## src/rtl/mlt3_pkg.sv

```systemverilog
// Shared encodings for the MLT-3 lane decoder: line levels and lock FSM states.
package mlt3_pkg;
  typedef logic [1:0] lvl_t;

  localparam lvl_t LVL_ZERO = 2'b00;
  localparam lvl_t LVL_POS  = 2'b01;
  localparam lvl_t LVL_NEG  = 2'b10;
  localparam lvl_t LVL_ILL  = 2'b11;

  typedef enum logic {HUNT = 1'b0, LOCKED = 1'b1} lock_state_t;
endpackage

```

## src/rtl/mlt3_lane_dec.sv

```systemverilog
// One MLT-3 lane: tracks previous level and last nonzero polarity, decodes a bit
// and flags illegal symbols / sequence violations combinationally for this beat.
module mlt3_lane_dec
  import mlt3_pkg::*;
(
  input  logic clk,
  input  logic rst,
  input  lvl_t sym_i,
  input  logic valid_i,
  input  logic clr_pol_i,
  output logic data_o,
  output logic err_o
);

  lvl_t prev_q, prev_d;
  logic pol_pos_q, pol_pos_d;
  logic pol_known_q, pol_known_d;

  always_comb begin
    prev_d      = prev_q;
    pol_pos_d   = pol_pos_q;
    pol_known_d = pol_known_q;
    data_o      = 1'b0;
    err_o       = 1'b0;
    if (valid_i) begin
      if (sym_i == LVL_ILL) begin
        err_o = 1'b1;
      end else begin
        if (sym_i != prev_q) begin
          data_o = 1'b1;
          prev_d = sym_i;
          // Direct +1<->-1 jump, or returning from zero to the same polarity.
          err_o  = (prev_q != LVL_ZERO && sym_i != LVL_ZERO) ||
                   (pol_known_q && prev_q == LVL_ZERO &&
                    ((sym_i == LVL_POS) == pol_pos_q));
        end
        if (sym_i != LVL_ZERO) begin
          pol_pos_d   = (sym_i == LVL_POS);
          pol_known_d = 1'b1;
        end
      end
      if (clr_pol_i) pol_known_d = 1'b0;
    end
  end

  always_ff @(negedge clk or posedge rst) begin
    if (rst) begin
      prev_q      <= LVL_ZERO;
      pol_pos_q   <= 1'b0;
      pol_known_q <= 1'b0;
    end else begin
      prev_q      <= prev_d;
      pol_pos_q   <= pol_pos_d;
      pol_known_q <= pol_known_d;
    end
  end

endmodule

```

## src/rtl/mlt3_dec_lanes.sv

```systemverilog
// Multi-lane MLT-3 decoder top: per-lane decoders plus registered outputs,
// HUNT/LOCKED lock tracking and a saturating errored-beat counter.
module mlt3_dec_lanes
  import mlt3_pkg::*;
#(
  parameter int LANES       = 4,
  parameter int LOCK_LEN    = 8,
  parameter int UNLOCK_ERRS = 4,
  parameter int ERR_CNT_W   = 16
) (
  input  logic                 clk,
  input  logic                 rst,
  input  logic [2*LANES-1:0]   sym_i,
  input  logic                 sym_valid_i,
  input  logic                 err_clr_i,
  output logic [LANES-1:0]     data_o,
  output logic                 data_valid_o,
  output logic [LANES-1:0]     lane_err_o,
  output logic                 locked_o,
  output logic [ERR_CNT_W-1:0] err_cnt_o
);

  localparam int GW = $clog2(LOCK_LEN + 1);
  localparam int BW = $clog2(UNLOCK_ERRS + 1);
  localparam logic [GW-1:0] LOCK_LEN_C    = GW'(LOCK_LEN);
  localparam logic [BW-1:0] UNLOCK_ERRS_C = BW'(UNLOCK_ERRS);

  logic [LANES-1:0] lane_data, lane_err;
  logic             beat_err, clr_pol;

  for (genvar n = 0; n < LANES; n++) begin : g_lane
    mlt3_lane_dec u_lane (
      .clk      (clk),
      .rst      (rst),
      .sym_i    (sym_i[2*n+1:2*n]),
      .valid_i  (sym_valid_i),
      .clr_pol_i(clr_pol),
      .data_o   (lane_data[n]),
      .err_o    (lane_err[n])
    );
  end

  assign beat_err = sym_valid_i && (|lane_err);

  lock_state_t          state_q, state_d;
  logic [GW-1:0]        good_cnt_q, good_cnt_d;
  logic [BW-1:0]        bad_cnt_q, bad_cnt_d;
  logic [LANES-1:0]     data_q, data_d;
  logic                 data_valid_q, data_valid_d;
  logic [LANES-1:0]     lane_err_q, lane_err_d;
  logic [ERR_CNT_W-1:0] err_cnt_q, err_cnt_d;

  always_comb begin
    state_d    = state_q;
    good_cnt_d = good_cnt_q;
    bad_cnt_d  = bad_cnt_q;
    clr_pol    = 1'b0;
    if (sym_valid_i) begin
      case (state_q)
        HUNT: begin
          if (beat_err) begin
            good_cnt_d = '0;
          end else if (good_cnt_q + GW'(1) == LOCK_LEN_C) begin
            state_d    = LOCKED;
            good_cnt_d = '0;
          end else begin
            good_cnt_d = good_cnt_q + GW'(1);
          end
        end
        LOCKED: begin
          if (!beat_err) begin
            bad_cnt_d = '0;
          end else if (bad_cnt_q + BW'(1) == UNLOCK_ERRS_C) begin
            state_d   = HUNT;
            bad_cnt_d = '0;
            clr_pol   = 1'b1;
          end else begin
            bad_cnt_d = bad_cnt_q + BW'(1);
          end
        end
        default: state_d = HUNT;
      endcase
    end
  end

  always_comb begin
    data_d       = sym_valid_i ? lane_data : data_q;
    data_valid_d = sym_valid_i;
    lane_err_d   = sym_valid_i ? lane_err : '0;
    err_cnt_d    = err_cnt_q;
    // Clear wins over a same-edge increment.
    if (err_clr_i)                  err_cnt_d = '0;
    else if (beat_err && !(&err_cnt_q)) err_cnt_d = err_cnt_q + ERR_CNT_W'(1);
  end

  always_ff @(negedge clk or posedge rst) begin
    if (rst) begin
      state_q      <= HUNT;
      good_cnt_q   <= '0;
      bad_cnt_q    <= '0;
      data_q       <= '0;
      data_valid_q <= 1'b0;
      lane_err_q   <= '0;
      err_cnt_q    <= '0;
    end else begin
      state_q      <= state_d;
      good_cnt_q   <= good_cnt_d;
      bad_cnt_q    <= bad_cnt_d;
      data_q       <= data_d;
      data_valid_q <= data_valid_d;
      lane_err_q   <= lane_err_d;
      err_cnt_q    <= err_cnt_d;
    end
  end

  assign data_o       = data_q;
  assign data_valid_o = data_valid_q;
  assign lane_err_o   = lane_err_q;
  assign locked_o     = (state_q == LOCKED);
  assign err_cnt_o    = err_cnt_q;

endmodule

```

## config.mk

```make
export PLATFORM = sky130hd
export DESIGN_NAME = mlt3_dec_lanes
export DESIGN_NICKNAME = d
export VERILOG_FILES = /design/src/rtl/mlt3_pkg.sv /design/src/rtl/mlt3_lane_dec.sv /design/src/rtl/mlt3_dec_lanes.sv
export SDC_FILE = /design/constraint.sdc
export NUM_CORES = 1
export LEC_CHECK = 0
export CAP_MARGIN = 20
export CORE_MARGIN = 1
export CORE_UTILIZATION = 35
export DETAILED_ROUTE_END_ITERATION = 12
export GPL_TIMING_DRIVEN = 0
export MAX_ROUTING_LAYER = met4
export PLACE_DENSITY = 0.57
export SYNTH_ARGS = -nofsm -noshare
export SYNTH_HDL_FRONTEND = slang
export SYNTH_SLANG_ARGS = --single-unit
```

## constraint.sdc

```tcl
create_clock -name clk -period 2.5 [get_ports clk]
set_input_delay 0.5 -clock clk [delete_from_list [all_inputs] [get_ports clk]]
set_output_delay 0.5 -clock clk [all_outputs]
set_load 0.005 [all_outputs]
```

# ---- Word-level counts from Yosys, hierarchy flattened
# Cells that the tools add are included.
dict set report totals {
  ff_bits 49
  input_bits 12
  out_inout_bits 26
  word_cells 149
}
dict set report classes {
  addsub 3
  eq_ne 22
  mux 48
  bitwise_logic 5
  reduce_logical 52
}
# operator n
set ops {}
lappend ops {{1-bit two-way mux} 40}
lappend ops {{3-bit AND reduction} 12}
lappend ops {{16-bit two-way mux} 2}
lappend ops {{2-bit nonzero test} 13}
lappend ops {{16-bit by 1-bit adder with 16-bit output, second input constant} 1}
lappend ops {{16-bit AND reduction} 1}
lappend ops {{1-bit logical AND} 14}
lappend ops {{4-bit two-way mux} 3}
lappend ops {{2-bit by 1-bit == test with 1-bit output, second input constant} 4}
lappend ops {{2-bit == test, second input constant} 4}
lappend ops {{2-bit logical NOT} 4}
lappend ops {{2-bit inequality test} 4}
lappend ops {{2-bit inequality test, second input constant} 4}
lappend ops {{3-bit two-way mux} 2}
lappend ops {{1-bit NOT} 5}
lappend ops {{4-bit by 1-bit adder with 4-bit output, second input constant} 1}
lappend ops {{1-bit == test} 4}
lappend ops {{4-bit == test, second input constant} 1}
lappend ops {{1-bit logical OR} 4}
lappend ops {{2-bit AND reduction} 2}
lappend ops {{4-bit OR reduction} 1}
lappend ops {{3-bit by 1-bit adder with 3-bit output, second input constant} 1}
lappend ops {{3-bit == test, second input constant} 1}
lappend ops {{1-bit case mux with 2 select lines} 1}
lappend ops {{1-bit logical NOT} 1}

# ---- Longest topological paths before layout
dict set report depth {
  depth_word 14
  ltp_mapped 8
  ltp_nobuf 7
}

# ---- Modules after synthesis
# Synthesis repeated with hierarchy kept, for this count alone.
dict set report hier_totals {
  cells_unflattened 279
  area_unflattened_um2 2638.8
}
# mod n_inst cells_per_inst area_each_um2 seq_area_each_um2
set by_module_without_submodules {}
lappend by_module_without_submodules {mlt3_dec_lanes 1 167 1672.9 825.8}
lappend by_module_without_submodules {mlt3_lane_dec 4 28 241.5 100.1}

==> results <==
- The signal arrival time at the worst endpoint is about 2100 ps.
- The critical path start-end classification is input port to flop.
- The number of warnings reported in the yosys synthesis log is 0.
- The die is about 90 um tall.
- After synthesis the netlist holds a flip-flop and latch count of 49.
- Of the post-synthesis cell area, the dominant cell type holds between 40 and 50%.
- Of the total synthesized cell area, the portion taken by XOR and XNOR cells is under 10%.
- The compound-gate portion of the synthesized area is 15.4%.
- Entering global routing, the biggest net connects 28 pins.
- After the first detailed-routing iteration, the DRC count stood at 81.
- In the final routed layout, each cell accounts on average for roughly 14 um.
- The share of post-route cells with drive strength above 1 is a little under two fifths.
- The tool flagged a number of max-cap violations equal to 0.
- Measured against its own limit, the worst slew margin works out to between 60% and 70%.
- The worst-case IR drop observed on VDD is around 190 uV.
- For this configuration, the core starts out at a cell density of between 30% and 40%.
- The number of nets in the synthesized netlist is 307.
- The synthesized instance count is a little under 300.
- Using the TritonRoute via totals, the vias-per-cell ratio works out to just over 5.
- The final reports fail on negative setup slack.
- The H-tree depth is 2.
- The hold-fix buffer count after cts is 0.
- After routing, the total negative slack on setup checks comes to -17690 ps.
- The combinational power share is 20.3%.
- The die boundary width is 88.6 um.
- Counting flops with an async set or reset pin after synthesis yields a share of 100%.
- The worst setup path is captured at a flop.
- The relative contribution of sequential cells to total power is about half.
- The switching power of the nets is roughly 0.48 mW.
- Buffers inserted during clock tree synthesis total 5.
- The first detailed-routing pass took 4 iterations.
- The measured slew at the worst slew-check pin is around 590 ps.
- The residual DRC count is 0.
- The overall power of the completed layout is about 1.8 mW.
- The overall routed net length is ~7 mm.
- The via count of the first global-routing pass was 2271.
- The via count of the routed design is between 2000 and 2500.
- The clock tree from TritonCTS is done.
- The floorplan has 31 rows.
- The mean instance size in the synthesized netlist is approximately 9.1 um2.
- The library cell with the largest summed area after synthesis is dfrtn_1.
- The worst setup path is launched from an input port.
- The first-pass GRT wire length is about 11 mm.
- The root buffer selected by CTS is clkbuf_8.
- In this run the count of I/O pins placed on the die edge is 38.
- The post-synthesis share of cell area spent on and, or, nand and nor gates is 26.3%.
- The slowest stage of the critical path is the a311o_2 cell.
- The net switching fraction of the power is a little over a quarter.
- Of all nets on the critical path, the largest fanout is 6.
- The delay of the slowest cell on the worst path is slightly above 400 ps.
- The critical path goes through buf_12 -> o21ai_2 -> nand2_1 -> a311o_2 -> nor4_4 -> buf_4 -> nor4b_4 -> mux2_4.
- The critical path's top delay family is compound AO/OA/AOI/OAI gates.
- Compared with the post-synthesis result, the final layout area differs by 46.5%.
- For this run, the leading register cell type out of synthesis is dfrtn_1.
- The portion of netlist area occupied by mux cells is under 10%.
- After clock tree synthesis, the clock-pin slew on the worst setup and hold paths is around 60 ps.
- Across all setup checks in the final design, the least slack found is -707 ps.
- The die covers just under 8000 um2.
- The static power due to leakage is roughly 1.8 nW.
- Routability-driven placement finished with a final weighted congestion of ~0.79.
- By area the synthesized netlist is led by dfrtn_1, nor2_1, a21oi_1.
- The final number of max-transition violations came to 0.
- The total clock sinks is 49.
- The count of endpoints failing hold in the final timing report is 0.
- The flow ran to the end, but the final reports show violations.
- The layout has around 700 filler cells.
- The main combinational cell family by area after synthesis is simple AND/OR/NAND/NOR gates.
- The count of buffers inserted at the top-level ports is 36.
- The post-synthesis instance area is ~2600 um2.
- Timing analysis after detailed placement gives a worst setup slack of -1830 ps.
- The count of different cell masters after synthesis is between 40 and 50.
- For this design the ratio of total power to cell area is about 470 nW/um2.
- The worst min-delay path category is flop to flop.
- The share of the Yosys chip area taken by registers is between 40% and 50%.
- The total buffers and inverters traversed by the critical path is 2.
- The number of enable-type register cells in the synthesized netlist is 0.
- The setup violation total in the final timing report is 55.
- In this run the deepest clock path goes through 2 buffers.
- At the end of the flow, the number of nets in the layout was 405.
- Data on the critical path is required at its endpoint by roughly 1400 ps.
- The global-route congestion overflow total is 0.
- Once detail routing completed, the nets flagged for antenna violations numbered 0.
- Across every metal layer, demand over resource in global routing totals roughly 18%.
- The half-perimeter wire length after placement is just over 4 mm.
- Setup repair after global routing could not meet its margin everywhere.
- The core outline area is a little over 7000 um2.
- The internal power component is 1.33 mW.
- Summing the areas of all fa, ha and maj instances in the mapped netlist gives under 10% of the synthesized area.
- Between clock sinks in the finished design, the worst skew comes to between 8 and 9 ps.
- The number of antenna violations at the first check in global routing is 0.
- 0 antenna diodes ended up in the layout.
- The share of total power in the clock network is 30.7%.
- Clock latency on the worst-skew pair, taken at its later pin, is 300 ps.
per-stage QoR:
step	instance area [um2]	utilization, %	std cells	hold slack (ps)
after detailed placement	3210	44.2	425	428
after global placement	3190	43.9	424	422
after CTS	3670	50.6	476	442
after global routing	3840	53.0	486	482
after floorplan	2700	-	289	408
final	3840	53.0	486	435
timing repair:
action | 4_1_cts | 5_1_grt
hold endpoints to repair | 0 | 0
setup endpoints to repair | 74 | 59
pin swaps | 26 | 16
gates resized for setup | 181 | 28
gates cloned | 2 | 0
buffers inserted | 42 | 11
cell families (layout without fill, tap and decap cells):
family,Yosys count,in the layout
AND/OR/NAND/NOR,133,133
AO/OA/AOI/OAI,63,63
flip-flops,49,49
buffers and inverters,27,125
adder cells (fa/ha/maj),6,6
multiplexers,6,6
XOR/XNOR,5,5
state kept, by name, indices dropped and copies added (netlist names):
signal                     cells
err_cnt_o                     16
data_o                         4
g_lane.u_lane.pol_pos_q        4
lane_err_o                     4
locked_o                       1
bad_cnt_q                      3
g_lane.u_lane.pol_known_q      4
good_cnt_q                     4
g_lane.u_lane.prev_q           8
data_valid_o                   1
final timing paths:
path                                                  from                    endpoint  slack (ps)  cells after the start
worst min register to register                bad_cnt_q[1]                bad_cnt_q[1]         430                      2
worst max register to register  g_lane[2].u_lane.prev_q[1]                err_cnt_o[8]         290                      7
max in group asynchronous                              rst               good_cnt_q[3]         240                      3
worst max-delay path                              sym_i[6]                err_cnt_o[4]        -710                      8
min in group asynchronous                              rst  g_lane[3].u_lane.prev_q[1]        1720                      2
worst min-delay path                          bad_cnt_q[1]                bad_cnt_q[1]         430                      2
tightest hold or removal path, stage by stage, from the launching register on:
cell and delay (ps):
dfrtn_1 410, nand2_1 50, o41ai_1 60
cell type report:
cell class / count / area [um2] / area share [%]
plain buffers: 10 / 121 / 3.16
clock buffers: 5 / 68.8 / 1.79
clock inverters: 2 / 35.0 / 0.911
inverters: 17 / 67.6 / 1.76
multi-input cells: 213 / 1480 / 38.5
flip-flops and latches: 49 / 1230 / 31.9
well taps: 99 / 124 / 3.22
repair buffers: 91 / 722 / 18.8
synth_stat cells, drive strengths merged (6+ instances only):
cell type / instances
nand2: 29
nand3: 7
o31ai: 7
clkbuf: 8
a21oi: 23
or4: 7
dfrtn: 49
nor2: 38
o21ai: 12
nor2b: 18
inv: 17
ha: 6
cell usage in the layout (no fill, tap or decap), types with 3 or more instances in the layout:
master	n
or4_1	5
nand2_1	27
inv_1	15
clkbuf_8	8
nor2b_1	13
and2_1	4
buf_4	45
o221ai_1	4
mux2_4	4
buf_6	12
dfrtn_1	49
a21oi_1	18
nand3_1	6
and4_1	3
buf_2	27
o21ai_2	3
buf_12	3
nor3_1	3
o31ai_1	5
nor2b_4	4
a21oi_2	5
o22ai_1	3
xor2_1	5
o21a_1	4
buf_8	3
clkbuf_1	3
ha_1	6
o21ai_0	7
nor2_1	38
nand4_1	4
nand2b_1	4
power by group through the flow:
stage / Sequential, mW / Clock [mW] / Combinational (mW)
global placement: 0.898 / 0 / 0.261
global route: 0.893 / 0.602 / 0.400
detailed placement: 0.898 / 0 / 0.268
CTS: 0.882 / 0.572 / 0.332
floorplan: 0.893 / 0 / 0.159
finish: 0.885 / 0.556 / 0.367
per-layer routing:
layer | wire (um) | global-route usage [%] | up-vias
li1 | - | - | 1208
met1 | 3210 | 23.6 | 1210
met2 | 3370 | 30.1 | 55
met3 | 235 | 3.45 | 5
met4 | 57 | 4.84 | 0
met5 | 0 | - | -
(Power assumes the default switching activity.)
